`src/rtl/mem_port_arbiter.sv`:
```
// mem_port_arbiter: serialises IF fetches and MEM data accesses onto one fixed-latency memory.
// Define MEM_ARB_FAIR_EN to cap consecutive data grants while a fetch is waiting.
module mem_port_arbiter #(
    parameter int AW         = 32,
    parameter int DW         = 32,
    parameter int LAT        = 2,
    parameter int STARVE_MAX = 4
) (
    input  logic          clk,
    input  logic          reset,
    input  logic          if_req,
    input  logic [AW-1:0] if_addr,
    output logic [DW-1:0] if_rdata,
    output logic          if_ready,
    input  logic          dm_req,
    input  logic          dm_we,
    input  logic [AW-1:0] dm_addr,
    input  logic [DW-1:0] dm_wdata,
    output logic [DW-1:0] dm_rdata,
    output logic          dm_ready,
    output logic          mem_en,
    output logic          mem_we,
    output logic [AW-1:0] mem_addr,
    output logic [DW-1:0] mem_wdata,
    input  logic [DW-1:0] mem_rdata,
    output logic          busy
);
    localparam int CW = $clog2(LAT + 1);

    typedef enum logic [1:0] {IDLE, ISSUE, WAIT, RESP} state_t;

    state_t        state_q, state_d;
    logic          owner_q, owner_d;
    logic          we_q, we_d;
    logic [CW-1:0] cnt_q, cnt_d;
    logic [AW-1:0] addr_q, addr_d;
    logic [DW-1:0] wdata_q, wdata_d;
    logic [DW-1:0] if_rdata_q, if_rdata_d;
    logic [DW-1:0] dm_rdata_q, dm_rdata_d;
    logic          grant_if;

`ifdef MEM_ARB_FAIR_EN
    localparam int SW = (STARVE_MAX < 1) ? 1 : $clog2(STARVE_MAX + 1);
    logic [SW-1:0] starve_q, starve_d;
    // A fetch that has watched STARVE_MAX data grants go by wins the next arbitration.
    assign grant_if = if_req && (!dm_req || starve_q == SW'(STARVE_MAX));
    always_comb starve_d = (state_q != IDLE) ? starve_q :
                           (grant_if || !if_req) ? '0 : starve_q + 1'b1;
    always_ff @(posedge clk or negedge reset) begin
        if (!reset) starve_q <= '0;
        else        starve_q <= starve_d;
    end
`else
    assign grant_if = if_req && !dm_req;
`endif

    always_comb begin
        state_d    = state_q;
        owner_d    = owner_q;
        we_d       = we_q;
        cnt_d      = cnt_q;
        addr_d     = addr_q;
        wdata_d    = wdata_q;
        if_rdata_d = if_rdata_q;
        dm_rdata_d = dm_rdata_q;
        case (state_q)
            IDLE: if (grant_if || dm_req) begin
                state_d = ISSUE;
                owner_d = !grant_if;
                we_d    = !grant_if && dm_we;
                addr_d  = grant_if ? if_addr : dm_addr;
                wdata_d = grant_if ? '0 : dm_wdata;
            end
            ISSUE: begin
                state_d = WAIT;
                cnt_d   = CW'(LAT);
            end
            WAIT: begin
                cnt_d = cnt_q - 1'b1;
                if (cnt_q == CW'(1)) begin
                    state_d = RESP;
                    if (!owner_q)   if_rdata_d = mem_rdata;
                    else if (!we_q) dm_rdata_d = mem_rdata;
                end
            end
            default: state_d = IDLE;
        endcase
    end

    always_ff @(posedge clk or negedge reset) begin
        if (!reset) begin
            state_q    <= IDLE;
            owner_q    <= 1'b0;
            we_q       <= 1'b0;
            cnt_q      <= '0;
            addr_q     <= '0;
            wdata_q    <= '0;
            if_rdata_q <= '0;
            dm_rdata_q <= '0;
        end else begin
            state_q    <= state_d;
            owner_q    <= owner_d;
            we_q       <= we_d;
            cnt_q      <= cnt_d;
            addr_q     <= addr_d;
            wdata_q    <= wdata_d;
            if_rdata_q <= if_rdata_d;
            dm_rdata_q <= dm_rdata_d;
        end
    end

    assign mem_en    = state_q == ISSUE;
    assign mem_we    = mem_en && we_q;
    assign mem_addr  = addr_q;
    assign mem_wdata = wdata_q;
    assign if_ready  = state_q == RESP && !owner_q;
    assign dm_ready  = state_q == RESP && owner_q;
    assign busy      = state_q != IDLE;
    assign if_rdata  = if_rdata_q;
    assign dm_rdata  = dm_rdata_q;
endmodule

```
`config.mk`:
```
export PLATFORM = sky130hd
export DESIGN_NAME = mem_port_arbiter
export DESIGN_NICKNAME = d
export VERILOG_FILES = /design/src/rtl/mem_port_arbiter.sv
export SDC_FILE = /design/constraint.sdc
export NUM_CORES = 1
export LEC_CHECK = 0
export BUFFER_PORTS_ARGS = -buffer_cell sky130_fd_sc_hd__buf_2
export CORE_MARGIN = 4
export CORE_UTILIZATION = 50
export CTS_BUF_LIST = sky130_fd_sc_hd__clkbuf_8
export DETAILED_ROUTE_END_ITERATION = 10
export GPL_TIMING_DRIVEN = 0
export PLACE_DENSITY = 0.91
export SLEW_MARGIN = 10
export SYNTH_ARGS = -nofsm -noshare
export SYNTH_HDL_FRONTEND = slang
export SYNTH_SLANG_ARGS = --single-unit
```
`constraint.sdc`:
```
create_clock -name clk -period 3 [get_ports clk]
set_clock_uncertainty 0.2 [all_clocks]
set_input_delay 0.3 -clock clk [delete_from_list [all_inputs] [get_ports clk]]
set_output_delay 0.3 -clock clk [all_outputs]
set_load 0.03 [all_outputs]
```
==> results of run 1 <==
worst max path at each step:
stage / to / slack (ps) / cells after the start
6_report: mem_wdata[25] / 590 / 7
5_1_grt: mem_wdata[0] / 450 / 7
4_1_cts: mem_wdata[0] / 620 / 7
3_5_place_dp: state_q[0] / 1020 / 6
3_3_place_gp: mem_wdata[3] / -200 / 1
2_1_floorplan: state_q[1] / 1180 / 5
worst max-delay path, cell delays in order, from the launching register on:
cell and delay, ps:
dfrtp_1 400, inv_1 170, ha_1 180, buf_2 220
o21ai_4 150, buf_6 170, a32o_1 220, dlygate4sd3_1 570
metrics by stage:
stage	hold WS, ps	utilization [%]	std cells	TNS [ps]	setup slack, ps
finish	142.2	81.62	957	0	586.9
detailed placement	42.40	65.33	789	0	1017
floorplan	-195.6	-	384	0	1180
CTS	136.2	81.58	955	0	618.0
global placement	261.4	65.02	788	-25560	-199.8
global route	154.8	81.60	956	0	450.5
layer usage:
metal | track usage [%] | routed length, um | vias to the layer above | part of all wire (%)
met5 | 0 | 0 | - | 0
met4 | 14.65 | 778 | 0 | 4.0
met3 | 8.223 | 1504 | 67 | 7.6
met2 | 53.90 | 10130 | 335 | 51
met1 | 35.19 | 7256 | 2504 | 37
li1 | - | - | 2231 | -
power breakdown:
group / switching, mW / internal (mW)
Clock: 0.692 / 0.958
Sequential: 0.553 / 2.68
Combinational: 3.12 / 1.74
state kept, by name, summed over array words and instances (netlist names):
| signal | count |
|---|---|
| dm_rdata | 32 |
| if_rdata | 32 |
| mem_addr | 32 |
| mem_wdata | 32 |
| cnt_q | 2 |
| state_q | 2 |
| owner_q | 1 |
| we_q | 1 |
area by class of cell:
type	instances	area [um2]
Inverter	6	22.52
Tap cell	140	175.2
Sequential cell	134	3353
Clock buffer	20	275.3
Clock inverter	12	160.2
Timing Repair Buffer	399	2696
Antenna cell	2	5.005
Fill cell	578	2009
Buffer	28	230.2
Multi-Input combinational cell	216	2008
kinds of logic after synthesis:
group,after synthesis
DFF,134
muxes,98
AOI/OAI and AO/OA,72
and+or+nand+nor,39
buffers and inverters,34
adders and majority gates,7
cell usage in the layout, fill, tap and decap left out:
master,instances
buf_12,3
clkbuf_8,20
clkinvlp_4,2
dfrtp_1,134
o21ai_1,30
nand3b_4,1
mux2_2,29
buf_1,1
nand2_1,32
diode_2,2
mux2_1,5
clkinv_2,2
mux2_4,31
dlygate4sd3_1,134
and2_1,2
ha_1,7
nand3_1,1
inv_1,10
buf_2,270
nand4b_4,1
clkbuf_1,8
nor2b_1,1
o21bai_1,1
buf_6,10
nand2b_1,1
a32o_1,33
mux2i_1,33
o32a_1,1
o21ai_0,5
o21ai_4,1
buf_16,1
a22o_1,1
bufinv_16,4
repair_timing:
| item | CTS | global route |
|---|---|---|
| hold buffers | 134 | 0 |
| endpoints found under the hold margin | 171 | 0 |
| resized for setup | 0 | 0 |
==> impl_metrics.ini, run 1 <==
[synthesis]
ys.flop_type = dfrtp_1
synth_compound_area_share_pct = 9.762
ys_ff_latch = 134
synthesis.area_um2 = 5614
synth_top_family_by_area = multiplexers
synthAdderAreaFrac_pct = 1.560
synth-simple-area-share_pct = 3.454
synth.avg_cell_area_um2 = 14.62
synth.most_common_cell = dfrtp_1
synth_cell_types = 26
synth-xor-area-share_pct = 0
yosysTopAreaCellShare_pct = 59.73
synthMuxAreaShare_pct = 20.99
synth.net_count = 524
synth.yosys.seq_area_share_pct = 59.73
synth_common_cells = dfrtp_1, a32o_1, mux2i_1
synth_edf_count = 0
async_reset_ff_share_pct = 100.0
netlist_top_cells_area = dfrtp_1, mux2_4, a32o_1
syn-instance-count = 384
ys_warn_count = 0
yosysTopAreaCell = dfrtp_1

[timing]
worstMarginPinSlew_ps = 528.8
rsz0062_at_grt = false
finalMaxSlewViolations = 0
max_freq_mhz = 414.4
min_period_ps = 2413
relSlewSlack_pct = 64.75
post-route-period-util_pct = 80.44
final_hold_viol_count = 0
setup_viol = 0

[drt]
routed_via_density = 5.368
routed_wl_mm = 19.67
vias = 5137
antenna_left = 0
wl_per_cell_um = 20.55
dr.pass1.iters = 5
drt_iter0_drc = 392
drc_errors = 0

[die]
die_y_um = 114.0
die-area_um2 = 12990
start_util_pct = 51.34
core_um2 = 10940
rows = 38
fp.dieW_um = 114.0
ioPinCount = 266

[placed_design]
dp_hpwl_mm = 11.41
gp_congestion = 0.7979
io_buffers = 264
dpl_cell_area_um2 = 7144

[global_route]
grt_max_degree = 93
grt_pass1_wl_mm = 30.85
gr-total-overflow = 0
grt_pass1_vias = 5768
grt_antenna_before_repair = 1
grtUsageTotal_pct = 30.89

[setup_path]
worst-path-max-fanout = 10
critPathLaunch = state_q[0]
reg2reg_depth = 7
end_kind = flip-flop
cp.required_ps = 3110
path_class = flip-flop to flip-flop
r2r_end = mem_wdata[25]
regToRegSetupSlack_ps = 590
worst_setup_path_start_kind = flip-flop
reg2reg_from = state_q[0]
crit_arrival_ps = 2520

[cells_and_area]
layout-drive-gt1-share_pct = 46.01
post-route-cell-area_um2 = 8926
nets = 942
synthToLayoutAreaGrowth_pct = 58.99

[pwr]
power-per-cell-area_nw_per_um2 = 1091
ir_drop_v = 0.0008192
p_total_mw = 9.742
p_leak_nw = 4.705

[min_path]
hp-class = primary input to asynchronous set/reset pin

[clocking]
insertion_delay_ps = 430
post-cts-setup-buffers = 0
cts_buffer_depth = 2
root_buffer = clkbuf_8
clk_pin_slew_ps = 70
cts_htree_levels = 4
cts_tree = built
cts_inserted_buffers = 17
cts.sinks = 134

[outcome]
status = finished, final reports clean

[flow_run]
max_cap_violations = 0
(Power assumes the default switching activity.)
==> run 2, diff against run 1 <==
--- a/config.mk
+++ b/config.mk
@@ -5,13 +5,14 @@
 export SDC_FILE = /design/constraint.sdc
 export NUM_CORES = 1
 export LEC_CHECK = 0
+export ABC_AREA = 1
 export BUFFER_PORTS_ARGS = -buffer_cell sky130_fd_sc_hd__buf_2
 export CORE_MARGIN = 4
-export CORE_UTILIZATION = 50
+export CORE_UTILIZATION = 44
 export CTS_BUF_LIST = sky130_fd_sc_hd__clkbuf_8
 export DETAILED_ROUTE_END_ITERATION = 10
 export GPL_TIMING_DRIVEN = 0
-export PLACE_DENSITY = 0.91
+export PLACE_DENSITY = 0.85
 export SLEW_MARGIN = 10
 export SYNTH_ARGS = -nofsm -noshare
 export SYNTH_HDL_FRONTEND = slang
==> constraint.sdc (replaced) <==
create_clock -name clk -period 2.1 [get_ports clk]
set_clock_uncertainty 0.2 [all_clocks]
set_input_delay 0.21 -clock clk [delete_from_list [all_inputs] [get_ports clk]]
set_output_delay 0.21 -clock clk [all_outputs]
set_load 0.03 [all_outputs]
==> impl_metrics.ini, run 2 <==
[timing]
finalMaxSlewViolations = 0
post-route-period-util_pct = 93.52
max_freq_mhz = 509.2
setup_viol = 0
finalSetupTns_ps = 0
relSlewSlack_pct = 67.07
final_hold_viol_count = 0
min_period_ps = 1964
rsz0062_at_grt = false
fin_hold_ws_ps = 60.58
worstMarginPinSlew_ps = 494.0

[pwr]
ir_drop_v = 0.0006512
p_leak_nw = 5.232
power-per-cell-area_nw_per_um2 = 1485

[setup_path]
worst_setup_path_start_kind = flip-flop
regToRegSetupSlack_ps = 140
reg2reg_from = state_q[0]
crit_arrival_ps = 2130
path_class = flip-flop to flip-flop
end_kind = flip-flop
r2r_end = if_rdata[18]
reg2reg_depth = 6
worst-path-max-fanout = 10
cp.required_ps = 2270

[clocking]
cts_tree = built
cts_inserted_buffers = 17
root_buffer = clkbuf_8
cts_htree_levels = 4
insertion_delay_ps = 450
clk_pin_slew_ps = 80
cts.sinks = 134
cts_buffer_depth = 2

[synthesis]
ys_warn_count = 0
synth.net_count = 844
synth_compound_area_share_pct = 8.996
synth.yosys.seq_area_share_pct = 57.26
ys_ff_latch = 134
synth_top_family_by_area = simple AND/OR/NAND/NOR gates
yosysTopAreaCellShare_pct = 57.26
syn-instance-count = 704
synthesis.area_um2 = 5856
ys.flop_type = dfrtp_1
synth-xor-area-share_pct = 0
synth_cell_types = 18
synthMuxAreaShare_pct = 0
synth_edf_count = 0
synthAdderAreaFrac_pct = 1.496
synth.avg_cell_area_um2 = 8.318
yosysTopAreaCell = dfrtp_1
async_reset_ff_share_pct = 100.0
synth_common_cells = nand2_1, dfrtp_1, inv_1
synth-simple-area-share_pct = 21.73
netlist_top_cells_area = dfrtp_1, nand2_1, o21ai_0
synth.most_common_cell = nand2_1

[global_route]
use_met2_pct = 48.32
grtUsageTotal_pct = 27.95
grt_max_degree = 82
gr-total-overflow = 0
use_met3_pct = 8.509
busiest_layer = met2
grt_antenna_before_repair = 1
grt_pass1_vias = 6765
grt_pass1_wl_mm = 32.60
gr-usage-met1_pct = 28.53

[min_path]
worstHoldStart = dm_req
min_path_cells = 5
hold_path_end = state_q[1]
hp-class = primary input to flip-flop

[placed_design]
io_buffers = 264
gp_congestion = 0.8269
dpl_cell_area_um2 = 7426
dp_hpwl_mm = 12.34

[die]
core_um2 = 12820
ioPinCount = 266
start_util_pct = 45.66
fp.dieW_um = 123.4
die_y_um = 123.4
die-area_um2 = 15220
rows = 41

[flow_run]
max_cap_violations = 0

[drt]
antenna_left = 0
wl_per_cell_um = 16.22
dr.pass1.iters = 6
routed_via_density = 5.009
drt_iter0_drc = 479
vias = 6547
drc_errors = 0
routed_wl_mm = 21.20

[cells_and_area]
fill_cells = 873
nets = 1260
mostFrequentLayoutCells = buf_2, nand2_1, dfrtp_1, dlygate4sd3_1, inv_1
final_common_cell = buf_2
postLayoutCoreUtil_pct = 71.72
post-route-cell-area_um2 = 9198
synthToLayoutAreaGrowth_pct = 57.07
layout-drive-gt1-share_pct = 28.42

[outcome]
status = finished, final reports clean
-- run 2: power breakdown --
group          internal [mW]  switching [mW]  total, mW
Sequential              3.85           0.736       4.58
Combinational           1.96            4.74       6.70
Clock                   1.40           0.968       2.37
Total                   7.21            6.45       13.7
-- run 2: area by class of cell --
| cell class | count | area, um2 | area share, % |
|---|---|---|---|
| buffer | 39 | 207.7 | 2.258 |
| inverter | 109 | 409.1 | 4.448 |
| clock inverter | 11 | 155.1 | 1.687 |
| tap | 172 | 215.2 | 2.340 |
| antenna | 2 | 5.005 | 0.05441 |
| multi-input combinational | 422 | 1887 | 20.51 |
| timing repair buffer | 397 | 2676 | 29.10 |
| clock buffer | 21 | 289.0 | 3.142 |
| sequential | 134 | 3353 | 36.46 |
-- run 2: worst max-delay path by stage --
stage,endpoint,cells after the start,from
6_report,if_rdata[18],6,state_q[0]
5_1_grt,if_rdata[18],6,state_q[0]
4_1_cts,mem_we,5,state_q[1]
3_5_place_dp,dm_rdata[4],8,state_q[0]
3_3_place_gp,mem_addr[10],1,reset
2_1_floorplan,if_rdata[10],6,state_q[0]
-- run 2: per-layer routing --
metal / vias to the layer above / part of all wire, %
met5: - / 0
met4: 0 / 7.1
met1: 3022 / 35
met2: 388 / 51
met3: 137 / 7.0
li1: 3000 / -
-- run 2: kinds of logic after synthesis --
kind of cell	Yosys count
and+or+nand+nor	312
buffers and inverters	148
adders and majority gates	7
AOI/OAI and AO/OA	103
DFF	134
-- run 2: worst max-delay path: stages (launching register included) --
cell      delay (ps)
dfrtp_1          400
inv_1            110
ha_1             260
nand3_2          200
clkbuf_1         430
nand2_1          150
o21ai_0          120
-- run 2: what timing repair did --
action / in CTS / in global routing
setup endpoints to repair: 0 / 1
hold endpoints to repair: 263 / 0
hold buffers: 132 / 0
resized for setup: 0 / 2
setup buffers: 0 / 0
-- run 2: metrics by stage --
step | setup slack [ps] | instances | power [mW]
2_1_floorplan | 540.7 | 704 | 8.783
3_3_place_gp | -1146 | 1140 | 10.77
3_5_place_dp | 153.5 | 1141 | 10.97
4_1_cts | 137.1 | 1305 | 13.55
5_1_grt | 19.34 | 1306 | 14.47
6_report | 136.1 | 1307 | 13.65
==> run 3, diff against run 2 <==
--- a/config.mk
+++ b/config.mk
@@ -10,9 +10,11 @@
 export CORE_MARGIN = 4
 export CORE_UTILIZATION = 44
 export CTS_BUF_LIST = sky130_fd_sc_hd__clkbuf_8
+export CTS_CLUSTER_SIZE = 30
 export DETAILED_ROUTE_END_ITERATION = 10
 export GPL_TIMING_DRIVEN = 0
 export PLACE_DENSITY = 0.85
+export REMOVE_ABC_BUFFERS = 1
 export SLEW_MARGIN = 10
 export SYNTH_ARGS = -nofsm -noshare
 export SYNTH_HDL_FRONTEND = slang
==> impl_metrics.ini, run 3 (synthesis results as in run 2) <==
[global_route]
grt_pass1_wl_mm = 34.75
gr-total-overflow = 0
grtUsageTotal_pct = 29.86
grt_max_degree = 73
grt_pass1_vias = 6658
grt_antenna_before_repair = 2

[timing]
setup_slack_ps = 102.3
post-route-period-util_pct = 95.13
finalMaxSlewViolations = 0
final_hold_viol_count = 0
relSlewSlack_pct = 43.74
max_freq_mhz = 500.6
finalSetupTns_ps = 0
worstMarginPinSlew_ps = 844.0
setup_viol = 0
fin_hold_ws_ps = 123.1
min_period_ps = 1998
rsz0062_at_grt = false

[setup_path]
path_class = flip-flop to flip-flop
end_kind = flip-flop
crit_arrival_ps = 2130
crit_chain = inv_1 > ha_2 > o21ai_4 > buf_16 > buf_12 > o21ai_0
cp.required_ps = 2230
slowest_stage = dfrtp_1
critPathTopFamily = buffers and inverters
max_stage_delay_ps = 430
worst_setup_path_start_kind = flip-flop
crit_buf_inv = 3
worst-path-max-fanout = 41

[die]
start_util_pct = 45.66
die_y_um = 123.4
die-area_um2 = 15220
rows = 41
fp.dieW_um = 123.4
core_um2 = 12820
ioPinCount = 266

[clocking]
clk_pin_slew_ps = 70
cts_htree_levels = 4
cts.sinks = 134
cts_tree = built
root_buffer = clkbuf_8
cts_inserted_buffers = 17
cts_buffer_depth = 2
insertion_delay_ps = 430

[cells_and_area]
post-route-cell-area_um2 = 9106
fill_cells = 839
mostFrequentLayoutCells = buf_2, nand2_1, dfrtp_1, dlygate4sd3_1, inv_1
nets = 1227
layout-drive-gt1-share_pct = 28.30
multiInputGateArea_um2 = 1966
synthToLayoutAreaGrowth_pct = 55.51
seqCellArea_um2 = 3353
postLayoutCoreUtil_pct = 71.00
final_common_cell = buf_2
final-instance-count-excl-fill = 1273

[placed_design]
place_inst = 1105
io_buffers = 265
place_ws_ps = -514.4
dp_hpwl_mm = 11.58
gp_congestion = 0.7423
dpl_cell_area_um2 = 7272

[pwr]
p_leak_nw = 5.143
p_seq_share_pct = 33.2
swShare_pct = 48.82
p_clk_share_pct = 16.7
combPwrFrac_pct = 50.1
p_int_mw = 7.150
power-per-cell-area_nw_per_um2 = 1534
p_total_mw = 13.97
p_sw_mw = 6.819
ir_drop_v = 0.0006511

[outcome]
status = finished, final reports clean

[drt]
dr.pass1.iters = 6
wl_per_cell_um = 18.53
drt_iter0_drc = 788
antenna_left = 0
drc_errors = 0
routed_wl_mm = 23.59
vias = 6683
routed_via_density = 5.250

[flow_run]
max_cap_violations = 0

[min_path]
hp-class = primary input to flip-flop
==> run 3: cell count changes in the layout (fill, tap and decap cells not counted), moves of 3 or more <==
cell	change
o21ai_0	-3
buf_4	-6
o21ai_1	+3
clkbuf_8	-3
buf_2	-11
buf_6	-3
clkbuf_1	-17
==> run 3: final timing paths <==
kind                            cells after the start       endpoint         start  slack [ps]
worst max-delay path                                6  mem_wdata[27]    state_q[0]         100
max in group asynchronous                           3     state_q[0]         reset         760
worst min-delay path                                4  mem_wdata[20]        dm_req         120
worst min register to register                      2   if_rdata[10]  if_rdata[10]         280
worst max register to register                      6  mem_wdata[27]    state_q[0]         100
min in group asynchronous                           2   if_rdata[19]         reset         170
==> run 3: cell type report <==
cell class / count / share of cell area [%]
clock buffers: 18 / 2.721
multi-input cells: 426 / 21.59
clock inverters: 13 / 1.992
diodes: 2 / 0.05496
inverters: 109 / 4.493
repair buffers: 399 / 29.97
well taps: 172 / 2.363
flip-flops and latches: 134 / 36.82
==> run 3: power by group through the flow <==
stage | sequential (mW) | combinational (mW) | clock (mW)
floorplan | 6.89 | 1.76 | 0
global placement | 4.48 | 6.10 | 0
detailed placement | 4.54 | 6.37 | 0
CTS | 4.52 | 6.64 | 2.35
global route | 4.74 | 7.46 | 2.50
finish | 4.64 | 7.00 | 2.33
==> run 3: repair_timing <==
| item | in CTS | in global routing |
|---|---|---|
| hold endpoints to repair | 191 | 0 |
| gates resized for setup | 3 | 7 |
| gates cloned | 1 | 3 |
| buffers inserted | 0 | 1 |
| hold buffers | 130 | 0 |
| setup endpoints to repair | 66 | 84 |
| pin swaps | 2 | 2 |
==> run 3: worst register-to-register path, cell delays in order (launching register included) <==
cell	delay, ps
dfrtp_1	430
inv_1	150
ha_2	270
o21ai_4	180
buf_16	260
buf_12	190
o21ai_0	230
==> run 3: routing by layer <==
layer | vias up | wire, um | global-route usage (%)
li1 | 2941 | - | -
met1 | 3094 | 8551 | 35.93
met2 | 559 | 11170 | 48.49
met3 | 89 | 2963 | 10.34
met4 | 0 | 905 | 13.36
met5 | - | 0 | 0
